--- src/rtl/ibex_mem_arbiter.sv ---
// ibex_mem_arbiter: shares one non-pipelined Ibex-protocol memory port between
// two requesters. One transaction is in flight at a time. The winner is chosen
// in IDLE, registered, and stays owner until the downstream rvalid completes.
//
// Handshake: a requester holds reqN_i and its request fields stable until it
// sees gntN_o (a one-cycle pulse passed through from m_gnt_i). The response
// comes back as a one-cycle rvalidN_o pulse; rdata_o and errN_o are only
// meaningful in that cycle. Downstream, m_req_o is high only in BUSY, and
// m_err_i is captured with m_gnt_i and replayed with the owner's rvalid.
module ibex_mem_arbiter #(
  parameter int AW         = 32,
  parameter int DW         = 32,
  parameter int FIXED_PRIO = 0
) (
  input  logic            clk_i,
  input  logic            rst_i,
  // requester 0
  input  logic            req0_i,
  output logic            gnt0_o,
  output logic            rvalid0_o,
  input  logic            we0_i,
  input  logic [DW/8-1:0] be0_i,
  input  logic [AW-1:0]   addr0_i,
  input  logic [DW-1:0]   wdata0_i,
  output logic            err0_o,
  // requester 1
  input  logic            req1_i,
  output logic            gnt1_o,
  output logic            rvalid1_o,
  input  logic            we1_i,
  input  logic [DW/8-1:0] be1_i,
  input  logic [AW-1:0]   addr1_i,
  input  logic [DW-1:0]   wdata1_i,
  output logic            err1_o,
  // shared read data
  output logic [DW-1:0]   rdata_o,
  // downstream port
  output logic            m_req_o,
  input  logic            m_gnt_i,
  input  logic            m_rvalid_i,
  output logic            m_we_o,
  output logic [DW/8-1:0] m_be_o,
  output logic [AW-1:0]   m_addr_o,
  output logic [DW-1:0]   m_wdata_o,
  input  logic [DW-1:0]   m_rdata_i,
  input  logic            m_err_i,
  // debug: current FSM state (0 IDLE, 1 BUSY, 2 RESP)
  output logic [1:0]      dbg_state_o
);

  typedef enum logic [1:0] {
    ST_IDLE = 2'd0,
    ST_BUSY = 2'd1,
    ST_RESP = 2'd2
  } state_t;

  state_t          r_state;
  state_t          w_state_nxt;
  logic            r_owner;   // 0: requester 0 owns the port, 1: requester 1
  logic            r_last;    // winner of the most recently completed transaction
  logic            r_err;     // m_err_i captured at downstream grant
  logic            w_winner;
  logic            w_load_owner;
  logic            w_load_err;
  logic            w_done;
  logic            w_own_we;
  logic [DW/8-1:0] w_own_be;
  logic [AW-1:0]   w_own_addr;
  logic [DW-1:0]   w_own_wdata;

  assign dbg_state_o = r_state;

  // Arbitration: a lone requester wins; on a tie either requester 0 (fixed)
  // or the one that did not win last time (round-robin).
  always_comb begin
    w_winner = 1'b0;
    if (req1_i && !req0_i) begin
      w_winner = 1'b1;
    end else if (req0_i && req1_i && (FIXED_PRIO == 0)) begin
      w_winner = ~r_last;
    end
  end

  // Request fields of the current owner.
  always_comb begin
    w_own_we    = r_owner ? we1_i    : we0_i;
    w_own_be    = r_owner ? be1_i    : be0_i;
    w_own_addr  = r_owner ? addr1_i  : addr0_i;
    w_own_wdata = r_owner ? wdata1_i : wdata0_i;
  end

  // FSM state register.
  always_ff @(posedge clk_i or posedge rst_i) begin
    if (rst_i) begin
      r_state <= ST_IDLE;
    end else begin
      r_state <= w_state_nxt;
    end
  end

  // Owner, last-winner pointer and captured error.
  always_ff @(posedge clk_i or posedge rst_i) begin
    if (rst_i) begin
      r_owner <= 1'b0;
      r_last  <= 1'b1;
      r_err   <= 1'b0;
    end else begin
      if (w_load_owner) begin
        r_owner <= w_winner;
      end
      if (w_load_err) begin
        r_err <= m_err_i;
      end
      if (w_done) begin
        r_last <= r_owner;
      end
    end
  end

  // Next state and all outputs; everything defaults to 0 (the IDLE view).
  always_comb begin
    w_state_nxt  = r_state;
    w_load_owner = 1'b0;
    w_load_err   = 1'b0;
    w_done       = 1'b0;
    m_req_o      = 1'b0;
    m_we_o       = 1'b0;
    m_be_o       = '0;
    m_addr_o     = '0;
    m_wdata_o    = '0;
    gnt0_o       = 1'b0;
    gnt1_o       = 1'b0;
    rvalid0_o    = 1'b0;
    rvalid1_o    = 1'b0;
    rdata_o      = '0;
    err0_o       = 1'b0;
    err1_o       = 1'b0;
    unique case (r_state)
      ST_IDLE: begin
        // Spurious m_gnt_i / m_rvalid_i are ignored here.
        if (req0_i || req1_i) begin
          w_load_owner = 1'b1;
          w_state_nxt  = ST_BUSY;
        end
      end
      ST_BUSY: begin
        m_req_o   = 1'b1;
        m_we_o    = w_own_we;
        m_be_o    = w_own_be;
        m_addr_o  = w_own_addr;
        m_wdata_o = w_own_wdata;
        if (m_gnt_i) begin
          gnt0_o      = ~r_owner;
          gnt1_o      = r_owner;
          w_load_err  = 1'b1;
          w_state_nxt = ST_RESP;
        end
      end
      ST_RESP: begin
        // m_req_o stays low so the bridge does not start another transfer.
        m_we_o    = w_own_we;
        m_be_o    = w_own_be;
        m_addr_o  = w_own_addr;
        m_wdata_o = w_own_wdata;
        if (m_rvalid_i) begin
          rvalid0_o   = ~r_owner;
          rvalid1_o   = r_owner;
          rdata_o     = m_rdata_i;
          err0_o      = ~r_owner & r_err;
          err1_o      = r_owner & r_err;
          w_done      = 1'b1;
          w_state_nxt = ST_IDLE;
        end
      end
      default: begin
        w_state_nxt = ST_IDLE;
      end
    endcase
  end

endmodule

--- config.mk ---
export PLATFORM = sky130hd
export DESIGN_NAME = ibex_mem_arbiter
export DESIGN_NICKNAME = d
export VERILOG_FILES = /design/src/rtl/ibex_mem_arbiter.sv
export SDC_FILE = /design/constraint.sdc
export NUM_CORES = 1
export LEC_CHECK = 0
export CAP_MARGIN = 20
export CELL_PAD_IN_SITES_DETAIL_PLACEMENT = 2
export CELL_PAD_IN_SITES_GLOBAL_PLACEMENT = 2
export CORE_MARGIN = 1
export CORE_UTILIZATION = 10
export DETAILED_ROUTE_END_ITERATION = 12
export PLACE_DENSITY_LB_ADDON = 0.2
export SETUP_SLACK_MARGIN = 0.5
export SKIP_LAST_GASP = 1
export SYNTH_ARGS = -nofsm -noshare
export SYNTH_HDL_FRONTEND = slang
export SYNTH_SLANG_ARGS = --single-unit
--- constraint.sdc ---
create_clock -name clk_i -period 1.7 [get_ports clk_i]
set_clock_uncertainty 0.1 [all_clocks]
set_input_delay 0.34 -clock clk_i [delete_from_list [all_inputs] [get_ports clk_i]]
set_output_delay 0.34 -clock clk_i [all_outputs]
set_load 0.03 [all_outputs]
==> flow_metrics.py <==
metrics = {
    "flow_run": {
        "max_cap_viol_count": 0,
    },
    "route": {
        "drc": 0,
        "antenna_left": 0,
        "drt-total-wl_mm": 13.1,
        "dr.pass1.iters": 3,
        "viasPerCell": 3.92,
        "wire_per_inst_um": 17.2,
        "drt-initial-drc-count": 14,
        "num_vias": 2981,
    },
    "timing": {
        "maxSlewViolCount": 0,
        "holdWs_ns": 0.217,
        "period_share_pct": 117,
        "tightest_slew_ns": 0.327,
        "setup_viol": 109,
        "max_freq_ghz": 0.504,
        "fin_tns_setup_ns": -26.80,
        "layout_min_cycle_time_ns": 1.99,
        "hold_viol": 0,
        "rsz0062_at_grt": "true",
        "slew_headroom_pct": 77.6,
        "post-route-worst-setup-slack_ns": -0.286,
    },
    "pwr": {
        "power_density_mw_per_mm2": 2000,
        "p_leak_nw": 2.70,
        "p_total_mw": 12.3,
        "vdd_drop_max_mv": 1.04,
    },
    "placed_design": {
        "post-place-ws_ns": -0.266,
        "placedInstanceArea_sq_mm": 0.00531,
        "dp.cells": 740,
        "dp_hpwl_mm": 10.3,
        "port_buffers": 286,
        "gp_congestion": 0.706,
    },
    "critical_path": {
        "critPathArrivalTime_ns": 1.55,
        "cp-end-kind": "primary output",
        "required_ns": 1.26,
        "r2r_start": "dbg_state_o[1]$_DFFE_PP0P_",
        "path_class": "register to primary output",
        "startpoint_type": "register",
        "reg2regPathDepth": 7,
        "r2r_setup_slack_ns": -0.01,
        "cp_max_fo": 10,
        "rr_endpoint": "dbg_state_o[1]$_DFFE_PP0P_",
    },
    "final_layout": {
        "fin_cells": 761,
        "drive_above_1_share_pct": 56.0,
        "post-route-cell-area_sq_mm": 0.00613,
        "diodes": 0,
        "syn2layout_area_growth_pct": 239,
        "nNetsFinal": 718,
        "post-route-util_pct": 35.1,
    },
    "clocking": {
        "cts_hold_buf": 0,
        "clockBufferDepth": 2,
        "cts_root_buffer": "clkbuf_16",
        "clk_pin_slew_ns": 0.04,
        "clkLatencyLatePin_ns": 0.24,
        "h-tree-depth": 1,
        "clock-sinks": 5,
        "cts_tree": "yes",
        "numCtsBuffers": 3,
    },
    "grt": {
        "first_global_vias": 3339,
        "grt_start_max_net_pins": 29,
        "grt_use_total_pct": 12.2,
        "antenna_found_initial": 1,
        "overflow": 0,
        "grt_pass1_wl_mm": 17.5,
    },
    "yosys": {
        "yosysWarnings": 0,
        "syn_nets": 406,
        "seq_area_frac_synth_pct": 6.99,
        "syn_area_sq_mm": 0.00181,
        "ys.flop_type": "dfrtp_1",
        "ys_types": 23,
        "synth_edf_count": 0,
        "synthArstFlopShare_pct": 100,
        "yosys-top-cells-area": "mux2i_1, nor2b_1, and3_1",
        "ys_ff_latch": 5,
        "post-synth-top-count-cell": "nor2b_1",
        "synth_top_cells_by_count": "nor2b_1, mux2i_1, and3_1, clkbuf_1",
        "synth_largest_area_cell": "mux2i_1",
        "postSynthAreaPerCell_sq_um": 8.03,
        "synthCells": 225,
        "synth_top_area_share_pct": 38.2,
    },
    "die": {
        "die_h_um": 136,
        "rows": 48,
        "die_w_um": 136,
        "num_io_pins": 287,
        "core_sq_mm": 0.0175,
        "initial_core_util_pct": 10.3,
        "die_area_sq_mm": 0.0186,
    },
    "run_status": {
        "violations": "setup timing",
        "status": "finished with violations",
    },
    "worst_hold_path": {
        "hp-class": "input port to async pin",
    },
}
-- report_power, final --
group | total [mW] | switching [mW] | internal (mW)
registers | 0.284 | 0.0816 | 0.203
clock network | 0.411 | 0.0984 | 0.313
logic | 11.6 | 5.47 | 6.10
total | 12.3 | 5.65 | 6.62
-- timing repair --
action,4_1_cts,5_1_grt
gates cloned,1,6
pin swaps,1,4
buffers inserted,3,7
setup endpoints to repair,115,114
resized for setup,31,105
-- final cells by class --
cell class	instances	area, sq um
Clock buffer	4	78.8
Inverter	3	13.8
Fill cell	1859	11400
Tap cell	225	282
Multi-Input combinational cell	195	2150
Timing Repair Buffer	329	3470
Sequential cell	5	133
-- state kept, by name (all words and copies together), names as in the netlist --
name         flops
r_err            1
r_last           1
r_owner          1
dbg_state_o      2
-- critical path: stages (launching register included) --
cell and delay, ns:
dfrtp_4 0.53, buf_12 0.17, buf_12 0.15, mux2i_1 0.25
nor2b_4 0.07, buf_6 0.14
-- per-layer routing --
metal | routed length, um | GRT usage, % | vias up
met5 | 14 | 0 | -
met4 | 206 | 3.33 | 2
met3 | 1550 | 4.47 | 15
met2 | 6900 | 24.4 | 184
met1 | 4390 | 11.3 | 1382
li1 | - | - | 1398
-- placed cells by master (no fill, tap or decap), types with 2 or more instances in the layout --
cell and count:
buf_12 11, buf_4 53, and3_4 34, buf_6 82
mux2i_2 18, mux2_4 2, mux2i_1 51, clkbuf_16 7
nand2_4 2, nand2_1 2, clkdlybuf4s50_1 174, buf_16 2
ha_4 3, dlygate4sd2_1 2, nor2b_4 25, nor2b_2 46
dfrtp_2 2, nor2_4 2
-- kinds of logic (layout without fill, tap and decap cells) --
group / Yosys count / in the layout / share of synthesized area (%)
buffers and inverters: 25 / 336 / 8.66
adders and majority gates: 4 / 4 / 2.77
and+or+nand+nor: 116 / 116 / 39.6
muxes: 72 / 72 / 40.1
AOI/OAI and AO/OA: 3 / 3 / 1.87
DFF: 5 / 5 / 6.99
-- worst max-delay path by stage --
| stage | from | endpoint | slack, ns | depth (start not counted) |
|---|---|---|---|---|
| after global placement | m_rvalid_i | rdata_o[24] | -0.23 | 4 |
| after CTS | dbg_state_o[0]$_DFFE_PP0P_ | m_wdata_o[25] | -0.30 | 5 |
| after floorplan | dbg_state_o[0]$_DFFE_PP0P_ | m_addr_o[0] | -0.11 | 4 |
| after detailed placement | m_rvalid_i | rdata_o[20] | -0.27 | 4 |
| final | r_owner$_DFFE_PP0P_ | m_addr_o[3] | -0.29 | 5 |
| after global routing | r_owner$_DFFE_PP0P_ | m_addr_o[3] | -0.34 | 5 |
Note: power is estimated with default switching activity, not from simulation.
